**src/rtl/demux1to4_stream_pkg.sv**
```systemverilog
// Shared definitions for the 1-to-4 stream demultiplexer: FSM encodings and channel count.
package demux1to4_stream_pkg;

  localparam int unsigned NCH = 4;

  typedef enum logic {
    ST_IDLE = 1'b0,
    ST_PKT  = 1'b1
  } state_e;

endpackage

```
**src/rtl/stream_reg_slice.sv**
```systemverilog
// Single-entry valid/ready register slice; loads and drains in the same cycle for full throughput.
module stream_reg_slice #(
  parameter int unsigned PW = 11
) (
  input  logic          i_clk,
  input  logic          i_rst_n,
  input  logic [PW-1:0] i_data,
  input  logic          i_valid,
  output logic          o_ready,
  output logic [PW-1:0] o_data,
  output logic          o_valid,
  input  logic          i_ready
);

  logic          r_full;
  logic [PW-1:0] r_data;

  assign o_ready = !r_full || i_ready;
  assign o_valid = r_full;
  assign o_data  = r_data;

  always_ff @(posedge i_clk or negedge i_rst_n) begin
    if (!i_rst_n) begin
      r_full <= 1'b0;
      r_data <= '0;
    end else if (i_valid && o_ready) begin
      r_full <= 1'b1;
      r_data <= i_data;
    end else if (i_ready) begin
      r_full <= 1'b0;
    end
  end

endmodule

```
**src/rtl/demux1to4_stream.sv**
```systemverilog
// Registered 1-to-4 stream demux: routes whole packets to the channel selected on their first beat
// and counts completed packets per channel.
module demux1to4_stream
  import demux1to4_stream_pkg::*;
#(
  parameter int unsigned W = 8
) (
  input  logic             i_clk,
  input  logic             i_rst_n,
  input  logic [W-1:0]     i_in_data,
  input  logic [1:0]       i_in_sel,
  input  logic             i_in_last,
  input  logic             i_in_valid,
  output logic             o_in_ready,
  output logic [W-1:0]     o_out_data,
  output logic             o_out_last,
  output logic [NCH-1:0]   o_out_valid,
  input  logic [NCH-1:0]   i_out_ready,
  output logic [8*NCH-1:0] o_pkt_cnt
);

  localparam int unsigned PW = W + 3;

  state_e        r_state;
  state_e        w_state_nxt;
  logic [1:0]    r_dest_lock;
  logic [1:0]    w_dest_lock_nxt;
  logic [1:0]    w_dest_in;
  logic          w_accept;
  logic          w_slice_ready;
  logic [PW-1:0] w_payload_in;
  logic [PW-1:0] w_payload_out;
  logic          w_full;
  logic [1:0]    w_out_dest;
  logic          w_out_ready_sel;
  logic          w_fire;
  logic [7:0]    r_pkt_cnt [NCH];

  assign o_in_ready = i_rst_n && w_slice_ready;
  assign w_accept   = i_in_valid && o_in_ready;

  always_comb begin
    w_state_nxt     = r_state;
    w_dest_lock_nxt = r_dest_lock;
    w_dest_in       = (r_state == ST_IDLE) ? i_in_sel : r_dest_lock;
    unique case (r_state)
      ST_IDLE: begin
        if (w_accept) begin
          w_dest_lock_nxt = i_in_sel;
          if (!i_in_last) w_state_nxt = ST_PKT;
        end
      end
      ST_PKT: begin
        if (w_accept && i_in_last) w_state_nxt = ST_IDLE;
      end
    endcase
  end

  always_ff @(posedge i_clk or negedge i_rst_n) begin
    if (!i_rst_n) begin
      r_state     <= ST_IDLE;
      r_dest_lock <= 2'd0;
    end else begin
      r_state     <= w_state_nxt;
      r_dest_lock <= w_dest_lock_nxt;
    end
  end

  assign w_payload_in = {i_in_last, w_dest_in, i_in_data};

  stream_reg_slice #(
    .PW (PW)
  ) u_slice (
    .i_clk   (i_clk),
    .i_rst_n (i_rst_n),
    .i_data  (w_payload_in),
    .i_valid (i_in_valid),
    .o_ready (w_slice_ready),
    .o_data  (w_payload_out),
    .o_valid (w_full),
    .i_ready (w_out_ready_sel)
  );

  assign {o_out_last, w_out_dest, o_out_data} = w_payload_out;

  // Only the held beat's destination can drain the slice; other channels' ready is ignored.
  assign w_out_ready_sel = i_out_ready[w_out_dest];
  assign w_fire          = w_full && w_out_ready_sel;
  assign o_out_valid     = w_full ? ({{(NCH-1){1'b0}}, 1'b1} << w_out_dest) : '0;

  always_ff @(posedge i_clk or negedge i_rst_n) begin
    if (!i_rst_n) begin
      for (int i = 0; i < NCH; i++) r_pkt_cnt[i] <= 8'd0;
    end else if (w_fire && o_out_last) begin
      r_pkt_cnt[w_out_dest] <= r_pkt_cnt[w_out_dest] + 8'd1;
    end
  end

  always_comb begin
    o_pkt_cnt = '0;
    for (int i = 0; i < NCH; i++) o_pkt_cnt[8*i +: 8] = r_pkt_cnt[i];
  end

endmodule

```
**config.mk**
```make
export PLATFORM = sky130hd
export DESIGN_NAME = demux1to4_stream
export DESIGN_NICKNAME = d
export VERILOG_FILES = /design/src/rtl/demux1to4_stream_pkg.sv /design/src/rtl/stream_reg_slice.sv /design/src/rtl/demux1to4_stream.sv
export SDC_FILE = /design/constraint.sdc
export NUM_CORES = 1
export LEC_CHECK = 0
export BUFFER_PORTS_ARGS = -buffer_cell sky130_fd_sc_hd__buf_2
export CORE_MARGIN = 4
export CORE_UTILIZATION = 50
export CTS_CLUSTER_DIAMETER = 150
export DETAILED_ROUTE_END_ITERATION = 8
export MAX_ROUTING_LAYER = met4
export PLACE_DENSITY = 0.81
export SYNTH_ARGS = -nofsm -noshare
export SYNTH_HDL_FRONTEND = slang
export SYNTH_SLANG_ARGS = --single-unit
```
**constraint.sdc**
```tcl
create_clock -name i_clk -period 2.15 [get_ports i_clk]
set_input_delay 0.43 -clock i_clk [delete_from_list [all_inputs] [get_ports i_clk]]
set_output_delay 0.43 -clock i_clk [all_outputs]
set_load 0.005 [all_outputs]
```
# == After elaboration in Yosys (flattened, before gate mapping) ==
# Index checks and enable logic that the tools add are counted.
# totals
register_bits,47
word_cells,42
mem_bits_rw,0
in_bits,18
latchBits,0
mem_bits_ro,0
memories,0
output_inout_bits,46
# classes
mux,16
multipliers,0
addsub,1
shifts,1
n_reduce_logical,11
bitwise_logic,2
n_eq_ne,0
order_cmp,3
n_div,0
# ops
cell,n
32-bit bitwise mux,1
8-bit two-way mux,3
8-bit binary-select mux with 2-bit select,1
8-bit demux with 2-bit select,1
8-bit by 1-bit adder with 8-bit output (second input constant),1
1-bit logical AND,7
1-bit two-way mux,6
4-bit two-way mux,1
1-bit by 2-bit left shift with 4-bit output (first input constant),1
3-bit greater-or-equal comparator (second input constant),1
2-bit by 3-bit < comparator with 1-bit output (second input constant),1
3-bit by 1-bit < comparator with 1-bit output (second input constant),1
2-bit inverter with 3-bit output,1
1-bit binary-select mux with 2-bit select,1
2-bit two-way mux,1
1-bit case mux with 2 select lines,1
2-bit AND reduction,1
2-bit nonzero test,1
1-bit logical NOT,1
1-bit logical OR,1
1-bit inverter,1

# == Logic depth before layout (Yosys ltp) ==
# depth
word_depth,8
depth_mapped,8

# == By module ==
# From an unflattened synthesis, not the netlist that was laid out.
# unflattened
cells_unflattened,176
hier_area_um2,2205.9
# by_module_without_submodules
mod,seq_area_each_um2,n_inst,cells_per_inst,area_each_um2
demux1to4_stream,875.8,1,149,1691.6
stream_reg_slice,300.3,1,27,514.2

# == Worst setup path after synthesis ==
# No wires, ideal clock.
# synth_timing
path_type,flip-flop to flip-flop
startpoint,"register u_slice.r_data[8], in the netlist u_slice.o_data[8]"
endpoint,"register r_pkt_cnt, in the netlist o_pkt_cnt[30]"
setup_time_ns,0.136
setup_slack_ns,0.281
required_ns,2.014
path_stages_with_launch,9
arrival_time_ns,1.733
path_cell_list,dfrtp_1 buf_6 buf_12 mux4_2 ha_1 nand2_1 nor2_1 xnor2_1 o21ai_0
# synth_via
elab_chain_len,6
word_cells_on_any_way,15
cone_classes,1 x add/sub; 2 x order compare; 8 x mux; 1 x bitwise; 3 x reduce/logical
# synth_rtl
element,line,source
from (decl),stream_reg_slice.sv:16,logic [PW-1:0] r_data;
from (signal assigned),stream_reg_slice.sv:28,r_data <= i_data;
2-bit inverter with 3-bit output (not written as such),demux1to4_stream.sv:95,r_pkt_cnt[w_out_dest] <= r_pkt_cnt[w_out_dest] + 8'd1;
8-bit binary-select mux with 2-bit select (tied with other cells),demux1to4_stream.sv:95,
8-bit two-way mux (not written as such) / 1-bit logical AND (equally long branches),demux1to4_stream.sv:95,
8-bit two-way mux (not written as such),demux1to4_stream.sv:95,
8-bit by 1-bit adder with 8-bit output / 8-bit demux with 2-bit select (equally long branches),demux1to4_stream.sv:95,
32-bit bitwise mux,demux1to4_stream.sv:95,
"to (signal, indexed assignment)",demux1to4_stream.sv:95,
to (decl),demux1to4_stream.sv:37,logic [7:0] r_pkt_cnt [NCH];
# Parallel ways exist; a longest one is shown, timed or not. The select of a mux whose other input is x is not followed.
# A chain may end at the register's enable or synchronous reset.

# == Worst setup path in the final report ==
# layout_timing
startpoint,"register u_slice.r_data[8], in the netlist u_slice.o_data[8]"
endpoint,output o_in_ready
# layout_via
elab_chain_len,4
# layout_rtl
element,line,source
1-bit binary-select mux with 2-bit select,demux1to4_stream.sv:87,assign w_out_ready_sel = i_out_ready[w_out_dest];
1-bit two-way mux (not written as such),demux1to4_stream.sv:87,
1-bit logical OR,stream_reg_slice.sv:18,assign o_ready = !r_full || i_ready;
1-bit logical AND,demux1to4_stream.sv:39,assign o_in_ready = i_rst_n && w_slice_ready;
to (decl),demux1to4_stream.sv:14,"output logic o_in_ready,"
# No other way between the ends. The select of a mux whose other input is x is not followed.

==> out/summary.txt <==
highest clock rate: 484 MHz
synthesized area per cell: 11.9 um^2
critical path, cell by cell: mux4_2 > nand2b_4 > and2_1 > buf_2
clock latency on the worst-skew pair: 0.31 ns
CTS Buf Count: 5
gr ovfl total: 0
post-synthesis cell type count: 33
TNS Setup: 0 ns
Worst Skew: 0.00983 ns
Synth Register Bits: 47
io pins: 64
worst-path maximum fanout: 4
combinational group share of total power: 0.367
largest net degree at the start of global routing: 24
Slew Limit Fails: 0
die area: 0.00560 mm^2
multi-input logic area: 932 um^2
Syn. warnings: 0
clk sinks: 47
Core ar.: 0.00432 mm^2
P_int: 2.24 mW
Crit-path slowest cell: mux4_2
FF+latch area: 0.00118 mm^2
Critical Path End Type: primary output
Setup WS post-layout: 0.0856 ns
worst endpoint required time: 1.72 ns
Sw Ratio: 0.317
PnR Total Power: 3.28 mW
share of cells above drive strength 1: 0.449
iteration-0 DRC count of the detailed router: 102
crit path DAT: 1.63 ns
crit path kind: register to primary output
ant diodes: 0
P&R area growth vs syn: 22.4%
Post-Syn Area: 0.00223 mm^2
Starting Density: 0.516
CTS Buffer Depth: 2
Setup violations, final: 0
max cap viols: 0
NetSw: 1.04 mW
worst-margin pin slew: 0.358 ns
RSZ-0062 raised after global routing: false
Clock transition at path regs: 0.08 ns
vias per cell: 5.28
leading cell types in the layout, fill and taps excluded: 63 x buf_2, 46 x dfrtp_1, 34 x nand2_1
first-pass GRT wire length: 7470 um
post-place setup slack: 0.0663 ns
row cnt: 24
post-synth top area cell: dfrtp_1
fin crit period: 2.06 ns
DRC Markers: 0
die width: 74.8 um
Hold Crit Class: input port to async pin
Peak VDD IR: 0.000696 V
Final Cycle Share: 0.960
Synth area leaders: dfrtp_1 53%, mux2_2 6.6%, mux4_2 6.1%
share of total power in the clock network: 0.232
clock root buffer: clkbuf_8
Vias: 1616
CTS tree: done
Worst Hold Slack: 0.130 ns
top cell type's share of synthesized area: 0.527
Reg power frac: 0.401
crit path launch type: register
Worst Reg-to-Reg Cells: 5
Worst path max stage delay: 0.50 ns
pwr/cell area: 1200 mW/mm^2
vias in the first global route: 1558
cell count along the critical path: 4
GRT Total Usage: 0.187
max_slew headroom: 0.760
DR WL/cell: 15.6 um
final net count: 272
critical path's top delay family: multiplexers
final WL: 4760 um
Hold Violations, Final: 0
height of the die: 74.8 um
Syn Nets: 206
fillcell total: 366
HPWL Detailed: 3720 um
Buf+Inv Stages, Crit Path: 1
most common cell after layout, fill and taps aside: buf_2
DRT antenna net count: 0
run status: complete, no violations
1st-pass router iterations: 4
sequential share of the synthesized area: 0.527
initial antenna violation count: 0
CTS H-tree lvls: 2
Port-buffer cells: 63
Gate Count Post-Synth: 187
Leakage: 1.34 nW
gpl congestion: 0.883
## path summary, 6_finish.rpt
check                                        from  slack, ns           endpoint
min in group i_clk                      i_in_last       0.32           register
max in group asynchronous                 i_rst_n       1.71      o_pkt_cnt[24]
worst min-delay path                      i_rst_n       0.13  u_slice.o_data[7]
worst max-delay path            u_slice.o_data[8]       0.09         o_in_ready
worst min register to register  u_slice.o_data[1]       0.50  u_slice.o_data[1]
worst max register to register  u_slice.o_data[8]       0.19      o_pkt_cnt[26]
## cell families after synthesis
family	after synthesis	synth area share
AND/OR/NAND/NOR	56	0.125
flip-flops	47	0.527
AO/OA/AOI/OAI	32	0.0729
multiplexers	26	0.184
buffers and inverters	19	0.0589
XOR/XNOR	6	0.0269
adder cells (fa/ha/maj)	1	0.00560
## state kept, by name, indices dropped and copies added, names as in the netlist, named ones only
name and flops:
r_dest_lock 2, u_slice.o_valid 1, o_pkt_cnt 32, u_slice.o_data 11
## layout make-up
cell class	instances	area share
clock buffers	6	0.0266
clock inverters	2	0.0220
inverters	1	0.00137
multi-input cells	121	0.341
flip-flops and latches	47	0.431
well taps	52	0.0238
repair buffers	77	0.154
## Yosys cell counts
cell	count
dfrtp_1	47
nand2_1	34
o21ai_0	25
mux2_2	13
buf_4	9
mux4_2	6
o21ai_1	6
clkbuf_1	5
nand3_1	4
mux4_1	3
nor2_1	3
nor2b_1	3
xnor2_1	3
and2_1	2
buf_2	2
mux2_4	2
mux2i_1	2
nand4_1	2
xor2_1	2
and3_1	1
buf_12	1
buf_6	1
ha_1	1
inv_1	1
nand2_4	1
nand2b_4	1
nand3_2	1
nor3_2	1
o31ai_1	1
or2_2	1
or2b_1	1
or3_4	1
xnor2_2	1
## power by group through the flow
stage                     sequential, mW  clock (mW)  combinational, mW
after CTS                           1.32       0.775               1.19
after floorplan                     1.27           0              0.887
after global routing                1.35       0.801               1.33
final                               1.31       0.761               1.20
after global placement              1.33           0               1.16
after detailed placement            1.34           0               1.18
## per-stage QoR
stage          instance area, um^2  utilization  instances
2_1_floorplan                 2230            -        187
3_3_place_gp                  2570        0.595        296
4_1_cts                       2710        0.626        304
6_report                      2730        0.632        306
5_1_grt                       2730        0.632        306
3_5_place_dp                  2570        0.595        296
## what timing repair did
item / CTS / global route
setup buffers: 0 / 2
endpoints found under the setup margin: 1 / 5
hold buffers: 0 / 0
gates resized for setup: 1 / 1
## per-layer routing
layer / vias to the layer above / part of all wire / track usage
met4: 0 / 0.012 / 0.0534
met3: 6 / 0.074 / 0.0481
met1: 776 / 0.44 / 0.245
met2: 61 / 0.47 / 0.290
li1: 773 / - / -
met5: - / 0 / -
Power figures use the tool's default switching activity.
